--- config.mk ---
export PLATFORM = sky130hd
export DESIGN_NAME = instr_prefetch_buffer_flat
export DESIGN_NICKNAME = d
export VERILOG_FILES = /design/src/rtl/instr_prefetch_buffer_if.sv /design/src/rtl/instr_prefetch_buffer.sv /design/src/flat_wrapper.sv
export SDC_FILE = /design/constraint.sdc
export NUM_CORES = 1
export LEC_CHECK = 0
export BUFFER_PORTS_ARGS = -buffer_cell sky130_fd_sc_hd__clkbuf_2
export CORE_UTILIZATION = 30
export CTS_CLUSTER_SIZE = 8
export DETAILED_ROUTE_END_ITERATION = 12
export PLACE_DENSITY_LB_ADDON = 0.3
export SLEW_MARGIN = 0
export SYNTH_ARGS = -nofsm -noshare
export SYNTH_HDL_FRONTEND = slang
export SYNTH_SLANG_ARGS = --single-unit
export TNS_END_PERCENT = 100
--- constraint.sdc ---
create_clock -name CLK -period 10 [get_ports CLK]
set_input_delay 1.5 -clock CLK [delete_from_list [all_inputs] [get_ports CLK]]
set_output_delay 1.5 -clock CLK [all_outputs]
set_load 0.01 [all_outputs]
--- src/rtl/instr_prefetch_buffer_if.sv ---
// Instruction prefetch buffer bus bundle.
//   mem_req / mem_addr           : read request to instruction memory
//   mem_ack / mem_rdata          : request accepted, returned word valid
//   redirect / redirect_pc       : taken branch from decode, new fetch address
//   instr_valid / instr /
//   instr_pc_plus_4              : queue head presented to decode
//   instr_ready                  : decode accepts the head this cycle
// Modports: master = prefetch buffer side, slave = memory/decode side.
interface instr_prefetch_buffer_if;
  logic        mem_req;
  logic [31:0] mem_addr;
  logic        mem_ack;
  logic [31:0] mem_rdata;
  logic        redirect;
  logic [31:0] redirect_pc;
  logic        instr_valid;
  logic [31:0] instr;
  logic [31:0] instr_pc_plus_4;
  logic        instr_ready;

  modport master (
    output mem_req, mem_addr, instr_valid, instr, instr_pc_plus_4,
    input  mem_ack, mem_rdata, redirect, redirect_pc, instr_ready
  );

  modport slave (
    input  mem_req, mem_addr, instr_valid, instr, instr_pc_plus_4,
    output mem_ack, mem_rdata, redirect, redirect_pc, instr_ready
  );
endinterface

--- src/rtl/instr_prefetch_buffer.sv ---
// Instruction prefetch buffer: fetches sequential instruction words from
// memory (one outstanding request at a time) into a DEPTH-entry queue and
// presents the head to decode. A redirect flushes the queue, restarts fetch
// at redirect_pc and drops the word of any request still in flight.
//
// Parameters: DEPTH (queue entries, power of two 2..16), RESET_PC.
// Ports:
//   CLK  - clock, rising edge
//   RST  - asynchronous active-high reset
//   bus  - instr_prefetch_buffer_if.master (memory request/response,
//          redirect, decode handshake)
// Optional feature: define PREFETCH_BYPASS_EN to forward mem_rdata straight
// to decode in the ack cycle when the queue is empty; otherwise the path
// from memory to decode is registered (1-cycle latency).
module instr_prefetch_buffer #(
  parameter int unsigned DEPTH    = 4,
  parameter logic [31:0] RESET_PC = 32'h0000_0000
) (
  input logic                     CLK,
  input logic                     RST,
  instr_prefetch_buffer_if.master bus
);

  localparam int unsigned   PW      = $clog2(DEPTH);
  localparam int unsigned   CW      = PW + 1;
  localparam logic [CW-1:0] DEPTH_C = CW'(DEPTH);

  typedef enum logic [1:0] {IDLE, REQ, DRAIN} state_t;

  state_t        state, state_nxt;
  logic [31:0]   fetch_pc;   // next address to request
  logic [31:0]   req_addr;   // address of the request on the bus
  logic [31:0]   q_instr [DEPTH];
  logic [31:0]   q_pc4   [DEPTH];
  logic [PW-1:0] rd_ptr, wr_ptr;
  logic [CW-1:0] count;
  logic          q_empty;
  logic          issue, accept, push, pop;
  logic [31:0]   ack_pc4;
`ifdef PREFETCH_BYPASS_EN
  logic          bypass_hit;
`endif

  assign q_empty = (count == '0);
  assign ack_pc4 = req_addr + 32'd4;

  // State register
  always_ff @(posedge CLK or posedge RST) begin
    if (RST) state <= IDLE;
    else     state <= state_nxt;
  end

  // Next-state logic. A request is only launched from IDLE with no
  // same-cycle redirect, so it always uses the already-updated fetch_pc.
  always_comb begin
    state_nxt = state;
    unique case (state)
      IDLE:    if (!bus.redirect && (count < DEPTH_C)) state_nxt = REQ;
      REQ:     if (bus.mem_ack)       state_nxt = IDLE;
               else if (bus.redirect) state_nxt = DRAIN;
      DRAIN:   if (bus.mem_ack)       state_nxt = IDLE;
      default: state_nxt = IDLE;
    endcase
  end

  // Output / control logic
  always_comb begin
    bus.mem_req  = (state != IDLE);
    bus.mem_addr = req_addr;
    issue        = (state == IDLE) && (state_nxt == REQ);
    // Ack of a live (not draining, not overridden) request
    accept       = (state == REQ) && bus.mem_ack && !bus.redirect;
    pop          = !q_empty && bus.instr_ready && !bus.redirect;
`ifdef PREFETCH_BYPASS_EN
    bypass_hit          = q_empty && accept;
    bus.instr_valid     = !q_empty || bypass_hit;
    bus.instr           = bypass_hit ? bus.mem_rdata : q_instr[rd_ptr];
    bus.instr_pc_plus_4 = bypass_hit ? ack_pc4       : q_pc4[rd_ptr];
    // A forwarded word taken by decode in the same cycle never enters the queue
    push                = accept && !(bypass_hit && bus.instr_ready);
`else
    bus.instr_valid     = !q_empty;
    bus.instr           = q_instr[rd_ptr];
    bus.instr_pc_plus_4 = q_pc4[rd_ptr];
    push                = accept;
`endif
  end

  // Fetch pointer, request address and queue storage
  always_ff @(posedge CLK or posedge RST) begin
    if (RST) begin
      fetch_pc <= RESET_PC;
      req_addr <= RESET_PC;
      rd_ptr   <= '0;
      wr_ptr   <= '0;
      count    <= '0;
      for (int unsigned i = 0; i < DEPTH; i++) begin
        q_instr[i] <= '0;
        q_pc4[i]   <= '0;
      end
    end else begin
      if (issue) req_addr <= fetch_pc;

      if (bus.redirect)  fetch_pc <= bus.redirect_pc;
      else if (accept)   fetch_pc <= ack_pc4;

      if (push) begin
        q_instr[wr_ptr] <= bus.mem_rdata;
        q_pc4[wr_ptr]   <= ack_pc4;
      end

      if (bus.redirect) begin
        rd_ptr <= '0;
        wr_ptr <= '0;
        count  <= '0;
      end else begin
        if (push) wr_ptr <= wr_ptr + PW'(1);
        if (pop)  rd_ptr <= rd_ptr + PW'(1);
        unique case ({push, pop})
          2'b10:   count <= count + CW'(1);
          2'b01:   count <= count - CW'(1);
          default: count <= count;
        endcase
      end
    end
  end

endmodule

--- src/flat_wrapper.sv ---
// flat-port wrapper written by rule: the top's interface ports become plain ports
module instr_prefetch_buffer_flat 
#(
  parameter int unsigned DEPTH    = 4,
  parameter logic [31:0] RESET_PC = 32'h0000_0000
)
  (CLK, RST, bus_mem_req, bus_mem_addr, bus_instr_valid, bus_instr, bus_instr_pc_plus_4, bus_mem_ack, bus_mem_rdata, bus_redirect, bus_redirect_pc, bus_instr_ready);
  instr_prefetch_buffer_if bus_i ();
  input logic CLK;
  input logic RST;
  output wire logic [$bits(bus_i.mem_req)-1:0] bus_mem_req;
  output wire logic [$bits(bus_i.mem_addr)-1:0] bus_mem_addr;
  output wire logic [$bits(bus_i.instr_valid)-1:0] bus_instr_valid;
  output wire logic [$bits(bus_i.instr)-1:0] bus_instr;
  output wire logic [$bits(bus_i.instr_pc_plus_4)-1:0] bus_instr_pc_plus_4;
  input wire logic [$bits(bus_i.mem_ack)-1:0] bus_mem_ack;
  input wire logic [$bits(bus_i.mem_rdata)-1:0] bus_mem_rdata;
  input wire logic [$bits(bus_i.redirect)-1:0] bus_redirect;
  input wire logic [$bits(bus_i.redirect_pc)-1:0] bus_redirect_pc;
  input wire logic [$bits(bus_i.instr_ready)-1:0] bus_instr_ready;
  assign bus_mem_req = bus_i.mem_req;
  assign bus_mem_addr = bus_i.mem_addr;
  assign bus_instr_valid = bus_i.instr_valid;
  assign bus_instr = bus_i.instr;
  assign bus_instr_pc_plus_4 = bus_i.instr_pc_plus_4;
  assign bus_i.mem_ack = bus_mem_ack;
  assign bus_i.mem_rdata = bus_mem_rdata;
  assign bus_i.redirect = bus_redirect;
  assign bus_i.redirect_pc = bus_redirect_pc;
  assign bus_i.instr_ready = bus_instr_ready;
  instr_prefetch_buffer #(.DEPTH(DEPTH), .RESET_PC(RESET_PC)) u_core (.CLK(CLK), .RST(RST), .bus(bus_i));
endmodule
==> results of run 1 <==
[cells in the mapped netlist, drive strengths merged (2+ instances only)]
library cell and instances:
buf 15, nand2 170, dfrtp 329, ha 5, or3 3, o221ai 10, inv 4, a21o 4
a21oi 15, xor2 12, mux2i 4, nor2b 2, nand4 6, a211oi 4, mux2 172, nor3b 9
o31ai 4, clkbuf 62, nor4 10, a21boi 3, o21ai 130, nor3 10, nor2 27, and3 2
mux4 64, nand4b 3, or4 5, nand3 17, xnor2 17, nand3b 2
[cells by family (layout without fill, tap and decap cells)]
logic type / count (synthesis) / in the layout / synth area share [%]
buffers and inverters: 81 / 238 / 2.23
AND/OR/NAND/NOR: 271 / 271 / 8.69
flip-flops: 329 / 329 / 56.7
XOR/XNOR: 29 / 29 / 1.75
AO/OA/AOI/OAI: 172 / 172 / 6.50
other: 0 / 3 / 0
multiplexers: 240 / 240 / 23.5
adder cells (fa/ha/maj): 6 / 6 / 0.569
[final cells by class]
| class | instances | area [sq um] |
|---|---|---|
| flip-flops and latches | 329 | 8240 |
| multi-input cells | 718 | 6000 |
| repair buffers | 179 | 943 |
| fillers | 4647 | 30500 |
| inverters | 4 | 18.8 |
| clock inverters | 2 | 25.0 |
| well taps | 615 | 769 |
| diodes | 3 | 7.51 |
| clock buffers | 53 | 1250 |
[registers in the layout, summed over array words and instances (netlist names)]
register / flops
u_core.q_instr: 128
u_core.q_pc4: 128
u_core.bus.mem_addr: 32
u_core.fetch_pc: 32
u_core.count: 3
u_core.rd_ptr: 2
u_core.state: 2
u_core.wr_ptr: 2
[power by group]
group	leakage, nW	total, mW	internal (mW)	switching (mW)
Clock	0.627	1.42	0.864	0.552
Combinational	2.90	1.52	0.741	0.781
Sequential	4.32	2.01	1.70	0.318
Total	7.85	4.95	3.30	1.65
[metrics by stage]
step | power (mW) | cell area [sq um]
3_5_place_dp | 3.58 | 16000
3_3_place_gp | 3.54 | 16000
4_1_cts | 5.03 | 17200
5_1_grt | 5.25 | 17200
6_report | 4.95 | 17300
2_1_floorplan | 2.94 | 14500
[per-layer routing]
layer  vias up  part of all wire [%]
li1       4352                     -
met4         6                   2.2
met2       236                    47
met3        56                   6.7
met5         -                  0.13
met1      4837                    44
[worst max-delay path, delay by kind of cell, from the launching register on]
kind	cells	cell delay, ns
muxes	1	0.66
DFF	1	0.75
buffers and inverters	2	0.97
[worst max-delay path by stage]
| stage | to | slack [ns] | from |
|---|---|---|---|
| 2_1_floorplan | u_core.bus.mem_addr[0]$_DFFE_PP0P_ | 4.11 | RST |
| 3_3_place_gp | u_core.q_instr[24]$_DFFE_PP0P_ | 5.68 | bus_redirect |
| 3_5_place_dp | u_core.q_instr[97]$_DFFE_PP0P_ | 5.65 | bus_redirect |
| 4_1_cts | bus_instr_pc_plus_4[16] | 5.38 | u_core.rd_ptr[0]$_DFFE_PP0P_ |
| 5_1_grt | bus_instr_pc_plus_4[16] | 5.31 | u_core.rd_ptr[0]$_DFFE_PP0P_ |
| 6_report | bus_instr_pc_plus_4[16] | 5.53 | u_core.rd_ptr[0]$_DFFE_PP0P_ |
==> results by group, run 1 <==
Final layout
  • Fin util: 36.1%
  • Fin nets: 1354
  • Share of cells above drive strength 1: 37.7%
  • Most frequent cells in the layout: 327 x dfrtp_1, 172 x mux2_2, 166 x nand2_1
  • Final Non-Filler Cells: 1903
  • Area growth from synthesis to layout: 18.8%
  • Most common cell after layout, fill and taps aside: dfrtp_1

STA
  • Final hold slack: 0.472 ns
  • Post-route setup TNS: 0 ns
  • PnR worst setup slack: 5.53 ns
  • Final Hold Vio Count: 0
  • RSZ-0062 raised after global routing: no
  • Final Skew: 0.0158 ns
  • Slew margin rel.: 36.8%
  • Post-layout min period: 4.47 ns
  • Final worst-path cycle share: 44.7%
  • Worst-margin pin slew: 0.948 ns
  • Endpoints failing setup: 0
  • Fmax: 224 MHz
  • Max-slew violation total from the final report: 0

Global route
  • Largest net degree at the start of global routing: 152
  • M2 GR Usage: 25.2%
  • Global-route usage over all layers: 15.7%
  • Initial antenna violation count: 6
  • Number of global-route vias before repair: 9886
  • Met1 Usage GRT: 20.4%
  • M3 GR Usage: 4.40%
  • Total grt overflow: 0
  • First-pass GRT wire length: 59700 microns
  • Gr busiest metal: met2

CTS
  • Root Buffer: clkbuf_16
  • H-tree levels: 2
  • Clk pin slew, worst setup/hold paths: 0.05 ns
  • Cts bufs inserted: 47
  • Post_cts resized: 0
  • # hold bufs at CTS: 0
  • Clock tree buffer depth: 3
  • CTS tree: yes
  • Worst-skew pair later-pin latency: 0.55 ns
  • Sink Count: 329
  • Number of buffers added for setup after CTS: 0

Setup path
  • Worst EP required: 8.50 ns
  • RR Startpoint: u_core.bus.mem_addr[10]$_DFFE_PP0P_
  • Reg2reg setup slack: 7.30 ns
  • Crit-path max FO: 41
  • Reg2Reg Depth: 5
  • Worst R2R End: u_core.fetch_pc[31]$_DFFE_PP0P_
  • CP max stage delay: 0.81 ns
  • Slowest-stage cell, CP: buf_4
  • Setup CP Type: flop to output pin
  • Critical Path Sink Type: output pin
  • Crit path arrival time: 2.97 ns
  • CP startpoint kind: flop
  • Worst-path cell chain: buf_4, mux4_2, clkbuf_2

Routing
  • Via count: 9487
  • Routed wire per std cell: 19.8 microns
  • Drt first-iter violations: 633
  • First-pass iteration count of the detailed router: 4
  • Via density: 4.99
  • Final antenna-violating net count: 0
  • Remaining DRCs: 0
  • Total Wirelength: 37600 microns

Pwr
  • Lkg Pwr: 7.85 nW
  • Pwr/cell area: 287 nW/um^2
  • Worst IR Drop VDD: 0.000158 V

Placement
  • Final HPWL DP: 23700 microns
  • Place WS: 5.65 ns
  • GP Congestion: 0.758
  • Inst Count DP: 1845
  • Port Buffer Count: 166

Run status
  • Status: completed

Synth
  • Synth Register Bits: 329
  • Synthesized area per cell: 12.9 sq um
  • Post-Syn Area: 14500 sq um
  • Async S/R FF share, synth: 100%
  • Share of the yosys chip area belonging to registers: 56.7%
  • Synth warn: 0
  • Mapped Nets: 1203
  • Post-Syn Instances: 1128
  • Post-synth cell types: 45
  • Dominant cells by area after synthesis: dfrtp_1 57%, mux2_2 13%, mux4_2 9.9%
  • Yosys top cell area share: 56.7%
  • Dominant cell type by area after synthesis: dfrtp_1
  • Number of flops mapped to enable cells by yosys: 0
  • Synth Flop Type: dfrtp_1

Hold path
  • Hold Crit Depth: 2
  • Hold_sp: u_core.q_pc4[4]$_DFFE_PP0P_
  • Hold WC Path Type: flop to flop
  • Hold Crit Endpoint: u_core.q_pc4[4]$_DFFE_PP0P_

Die
  • Ports: 167
  • Starting Density: 30.4%
  • Die H: 222 microns
  • Core ar.: 47700 sq um
  • Full die area: 49300 sq um
  • Die width: 222 microns
  • Num rows: 80

Job
  • # Max-Cap Violations: 0
(Power assumes the default switching activity.)
==> inputs of run 2 (changes only) <==
- ABC_AREA: not set -> 1
- clock period: 10 -> 4.12 ns (I/O delays scaled with it)
==> run 2 against run 1 <==
Cell count grew 41%. Critical path type unchanged. Count of clock-buffer cells in the layout shrank 2. Sequential share of layout area shrank 1.5 points. Total power grew 130%. Setup slack lost 4.7 ns. Non-clock buffer count grew 6. Register-to-register slack lost 5.8 ns. Critical endpoint is now bus_instr[6].
==> results by group, run 2 <==
STA
  • Final Skew: 0.0187 ns
  • Final hold slack: 0.265 ns
  • Max-slew violation total from the final report: 0
  • RSZ-0062 raised after global routing: no
  • Endpoints failing setup: 0
  • Worst-margin pin slew: 1.09 ns
  • Fmax: 302 MHz
  • Final Hold Vio Count: 0
  • Slew margin rel.: 27.0%
  • PnR worst setup slack: 0.809 ns
  • Post-layout min period: 3.31 ns
  • Final worst-path cycle share: 80.4%

Pwr
  • Switch Pwr: 4.11 mW
  • Lkg Pwr: 9.00 nW
  • Pwr/cell area: 637 nW/um^2
  • Clk pwr share: 30.5%
  • Combinational fraction of design power: 28.2%
  • Share of power burned in registers: 41.3%
  • Sw frac: 36.2%
  • Worst IR Drop VDD: 0.000297 V
  • Pint: 7.23 mW

CTS
  • Clk pin slew, worst setup/hold paths: 0.05 ns
  • CTS tree: yes
  • Number of buffers added for setup after CTS: 0
  • Worst-skew pair later-pin latency: 0.57 ns
  • Cts bufs inserted: 47
  • Root Buffer: clkbuf_16
  • # hold bufs at CTS: 0
  • Post_cts resized: 0
  • H-tree levels: 2
  • Sink Count: 329
  • Clock tree buffer depth: 3

Synth
  • Post-synth cell types: 31
  • Post-Syn Instances: 1896
  • Share of the yosys chip area belonging to registers: 54.4%
  • Post-Syn Area: 15100 sq um
  • Dominant cell type by area after synthesis: dfrtp_1
  • Yosys top cell area share: 54.4%
  • Top cells by count, synth: 659 x nand2_1, 329 x dfrtp_1, 322 x o21ai_0
  • Synth warn: 0
  • Synth Flop Type: dfrtp_1
  • Mapped Nets: 1971
  • Async S/R FF share, synth: 100%
  • Most frequent cell after synthesis: nand2_1
  • Number of flops mapped to enable cells by yosys: 0
  • Synthesized area per cell: 7.98 sq um
  • Dominant cells by area after synthesis: dfrtp_1 54%, nand2_1 16%, o21ai_0 11%
  • Synth Register Bits: 329

Die
  • Starting Density: 30.6%
  • Full die area: 51300 sq um
  • Core ar.: 49400 sq um
  • Die H: 227 microns
  • Ports: 167
  • Die width: 227 microns
  • Num rows: 81

Final layout
  • Fillers: 5163
  • Area growth from synthesis to layout: 17.8%
  • Largest regs: u_core.q_instr x128, u_core.q_pc4 x128
  • Most common cell after layout, fill and taps aside: nand2_1
  • Share of cells above drive strength 1: 13.8%
  • Fin nets: 2091
  • Most frequent cells in the layout: 658 x nand2_1, 327 x dfrtp_1, 322 x o21ai_0

Hold path
  • Hold WC Path Type: input pin to async pin

Setup path
  • Crit-path max FO: 74
  • CP max stage delay: 0.64 ns
  • CP delay by family, top: buffers and inverters
  • WP buf/inv: 3
  • Slowest-stage cell, CP: dfrtp_4
  • Worst-path cell chain: inv_4, buf_12, o21ai_0, o22ai_1, clkbuf_2
  • Setup CP Type: flop to output pin
  • Crit path arrival time: 2.69 ns
  • CP startpoint kind: flop
  • Critical Path Sink Type: output pin
  • Worst EP required: 3.50 ns

Routing
  • Routed wire per std cell: 16.8 microns
  • First-pass iteration count of the detailed router: 6
  • Via density: 4.88
  • Total Wirelength: 45100 microns
  • Remaining DRCs: 0
  • Drt first-iter violations: 1054
  • Via count: 13100
  • Final antenna-violating net count: 0

Global route
  • Global-route usage over all layers: 18.0%
  • Initial antenna violation count: 0
  • Total grt overflow: 0
  • Number of global-route vias before repair: 12800
  • Largest net degree at the start of global routing: 98
  • First-pass GRT wire length: 71800 microns

Placement
  • GP Congestion: 0.838
  • Place WS: 1.40 ns
  • Port Buffer Count: 166
  • Final HPWL DP: 28400 microns

Job
  • # Max-Cap Violations: 0

Run status
  • Status: completed
==> run 2: kinds of logic after synthesis <==
family | Yosys count | share of synthesized area (%)
flip-flops | 329 | 54.4
adder cells (fa/ha/maj) | 6 | 0.546
XOR/XNOR | 12 | 0.993
AND/OR/NAND/NOR | 877 | 22.5
buffers and inverters | 241 | 6.46
AO/OA/AOI/OAI | 431 | 15.1
==> run 2: final timing paths <==
check	start	endpoint	slack, ns	depth (start not counted)
hold / removal	RST	u_core.state[0]$_DFF_PP0_	0.26	2
max in group asynchronous	RST	u_core.q_instr[0]$_DFFE_PP0P_	2.84	3
setup / recovery	u_core.rd_ptr[0]$_DFFE_PP0P_	bus_instr[6]	0.81	5
setup reg to reg	u_core.bus.mem_addr[2]$_DFFE_PP0P_	u_core.fetch_pc[8]$_DFFE_PP0P_	1.50	6
hold reg to reg	u_core.q_pc4[57]$_DFFE_PP0P_	u_core.q_pc4[57]$_DFFE_PP0P_	0.47	2
min in group CLK	bus_redirect_pc[2]	u_core.fetch_pc[2]$_DFFE_PP0P_	0.27	3
==> run 2: worst reg2reg max path, cell delays in order (launching register included) <==
cell and delay [ns]:
dfrtp_1 0.74, ha_1 0.42, nand3_1 0.27, nor2_2 0.32
xor2_1 0.54, nand2_1 0.13, o211ai_1 0.12
==> run 2: cell type report <==
class                      instances  area, sq um  area share (%)
inverter                         127          483            2.71
timing repair buffer             185         1060            5.96
clock buffer                      51         1200            6.75
tap                              664          831            4.67
antenna                            1         2.50          0.0141
clock inverter                     4         56.3           0.316
multi-input combinational       1326         5930            33.3
sequential                       329         8240            46.3
==> run 2: metrics by stage <==
step	TNS (ns)	cell area, sq um	utilization (%)	total power, mW	cells
floorplan	-293.03	15100	-	6.52	1896
global placement	0	16500	33.5	7.88	2631
detailed placement	0	16500	33.5	7.95	2631
CTS	0	17800	36.1	11.5	2686
global route	0	17800	36.1	12.1	2686
finish	0	17800	36.1	11.3	2687
==> run 2: per-layer routing <==
metal	vias up	global-route usage (%)	wire length, microns
li1	6295	-	-
met1	6315	24.5	20800
met2	430	29.0	20700
met3	64	3.32	2720
met4	0	5.23	962
met5	-	0	0
==> run 2: power groups by stage <==
| stage | sequential (mW) | clock, mW | combinational [mW] |
|---|---|---|---|
| after global placement | 4.69 | 0 | 3.18 |
| after floorplan | 4.55 | 0 | 1.97 |
| after CTS | 4.67 | 3.58 | 3.25 |
| final | 4.68 | 3.46 | 3.20 |
| after detailed placement | 4.71 | 0 | 3.24 |
| after global routing | 4.78 | 3.71 | 3.64 |
==> inputs of run 3 (changes only) <==
- clock period: 4.12 -> 2.9 ns (I/O delays scaled with it)
==> run 3 against run 2 <==
Register-to-register slack worse by 0.70 ns. Setup slack worse by 0.67 ns. Cell area is 0.81% higher. Largest power group unchanged. Clock skew is 0.0089 ns higher. Sequential power is 41% higher. Flip-flop and latch count stayed put. Highest routed layer unchanged. Total power is 43% higher. Via count is 0.18% lower. Non-clock buffer count is 11 higher. Sequential share of layout area is 0.37 points lower.
==> results by group, run 3 (same netlist as run 2, synthesis figures left out) <==
Routing
  • Via count: 13100
  • Drt first-iter violations: 1075
  • Final antenna-violating net count: 0
  • Routed wire per std cell: 16.8 microns
  • First-pass iteration count of the detailed router: 5
  • Via density: 4.85
  • Remaining DRCs: 0
  • Total Wirelength: 45400 microns

Final layout
  • Fillers: 5125
  • Post-route cell area: 17900 sq um
  • Footprint of the multi-input gates: 5930 sq um
  • Share of cells above drive strength 1: 14.2%
  • Final Non-Filler Cells: 2697
  • Fin util: 36.4%
  • Register area: 8240 sq um
  • Most frequent cells in the layout: 658 x nand2_1, 327 x dfrtp_1, 322 x o21ai_0
  • Most common cell after layout, fill and taps aside: nand2_1
  • Largest regs: u_core.q_instr x128, u_core.q_pc4 x128
  • Area growth from synthesis to layout: 18.7%
  • Fin nets: 2102

STA
  • PnR worst setup slack: 0.140 ns
  • Post-layout min period: 2.76 ns
  • RSZ-0062 raised after global routing: no
  • Final Skew: 0.0277 ns
  • Slew margin rel.: 42.1%
  • Fmax: 362 MHz
  • Post-route setup TNS: 0 ns
  • Final Hold Vio Count: 0
  • Max-slew violation total from the final report: 0
  • Endpoints failing setup: 0
  • Worst-margin pin slew: 0.869 ns
  • Final worst-path cycle share: 95.2%
  • Final hold slack: 0.0746 ns

Placement
  • Final HPWL DP: 28800 microns
  • Port Buffer Count: 166
  • Place WS: 0.551 ns
  • GP Congestion: 0.847
  • Inst Count DP: 2639
  • Placement Cell Area: 16700 sq um

Die
  • Die width: 227 microns
  • Ports: 167
  • Num rows: 81
  • Starting Density: 30.6%
  • Core ar.: 49400 sq um
  • Full die area: 51300 sq um
  • Die H: 227 microns

Global route
  • Number of global-route vias before repair: 12800
  • Total grt overflow: 0
  • Largest net degree at the start of global routing: 139
  • Global-route usage over all layers: 18.1%
  • Initial antenna violation count: 0
  • First-pass GRT wire length: 71600 microns

Setup path
  • Reg2Reg Depth: 7
  • Worst R2R End: u_core.fetch_pc[16]$_DFFE_PP0P_
  • RR Startpoint: u_core.bus.mem_addr[3]$_DFFE_PP0P_
  • Reg2reg setup slack: 0.80 ns
  • Worst EP required: 2.47 ns
  • Slowest-stage cell, CP: dfrtp_4
  • Worst setup path end: bus_instr[16]
  • Cell count along the critical path: 6
  • WP buf/inv: 4
  • Setup CP Type: flop to output pin
  • CP delay by family, top: buffers and inverters
  • Critical Path Sink Type: output pin
  • Crit-path max FO: 44
  • Worst-path cell chain: inv_6, buf_12, buf_4, o21ai_0, o22ai_1, clkbuf_2
  • CP max stage delay: 0.59 ns
  • Crit. Startpoint: u_core.rd_ptr[0]$_DFFE_PP0P_
  • Crit path arrival time: 2.33 ns
  • CP startpoint kind: flop

Job
  • # Max-Cap Violations: 0

Pwr
  • Worst IR Drop VDD: 0.000446 V
  • Sw frac: 36.6%
  • Clk pwr share: 30.1%
  • Pint: 10.3 mW
  • Pwr/cell area: 901 nW/um^2
  • Tot Pwr: 16.2 mW
  • Share of power burned in registers: 40.9%
  • Combinational fraction of design power: 28.9%
  • Lkg Pwr: 9.07 nW
  • Switch Pwr: 5.93 mW

CTS
  • Sink Count: 329
  • Root Buffer: clkbuf_16
  • Worst-skew pair later-pin latency: 0.59 ns
  • H-tree levels: 2
  • CTS tree: yes
  • Cts bufs inserted: 47
  • Clock tree buffer depth: 3
  • Clk pin slew, worst setup/hold paths: 0.05 ns

Hold path
  • Hold WC Path Type: input pin to flop

Run status
  • Status: completed
[run 3: tightest hold or removal path: stages]
cell	delay [ns]
clkbuf_2	0.08
nand2_1	0.04
o221ai_1	0.05
[run 3: power by group through the flow]
stage | registers (mW) | clock network, mW | logic [mW]
CTS | 6.61 | 5.02 | 4.74
finish | 6.62 | 4.88 | 4.68
global placement | 6.66 | 0 | 4.61
floorplan | 6.47 | 0 | 2.80
global route | 6.76 | 5.22 | 5.30
detailed placement | 6.68 | 0 | 4.69
[run 3: final cells by class]
class	count	area share, %
Inverter	127	2.70
Multi-Input combinational cell	1326	33.1
Antenna cell	1	0.0139
Clock buffer	50	6.62
Tap cell	664	4.63
Timing Repair Buffer	196	6.77
Sequential cell	329	45.9
Clock inverter	4	0.321
[run 3: how the worst min path moves through the flow]
stage	startpoint	end	slack, ns	depth (start not counted)
after CTS	bus_mem_ack	u_core.state[1]$_DFF_PP0_	0.05	2
after global placement	RST	u_core.state[1]$_DFF_PP0_	0.36	2
after global routing	bus_mem_ack	u_core.state[1]$_DFF_PP0_	0.06	2
after floorplan	u_core.q_pc4[61]$_DFFE_PP0P_	u_core.q_pc4[61]$_DFFE_PP0P_	0.44	2
after detailed placement	RST	u_core.state[0]$_DFF_PP0_	0.36	2
final	bus_redirect_pc[2]	u_core.fetch_pc[2]$_DFFE_PP0P_	0.07	3
[run 3: routing by layer]
| metal | up-vias | part of all wire (%) | GRT usage, % | wire, microns |
|---|---|---|---|---|
| met1 | 6306 | 47 | 25.5 | 21500 |
| met4 | 0 | 2.1 | 5.45 | 973 |
| met2 | 389 | 45 | 28.2 | 20400 |
| li1 | 6323 | - | - | - |
| met5 | - | 0 | 0 | 0 |
| met3 | 62 | 5.4 | 3.14 | 2450 |
[run 3: repair_timing]
| item | in CTS | in global routing |
|---|---|---|
| setup buffers | 1 | 1 |
| hold endpoints to repair | 3 | 0 |
| setup endpoints to repair | 12 | 5 |
| gates resized for setup | 1 | 2 |
| hold buffers | 1 | 0 |
| cloned | 0 | 0 |
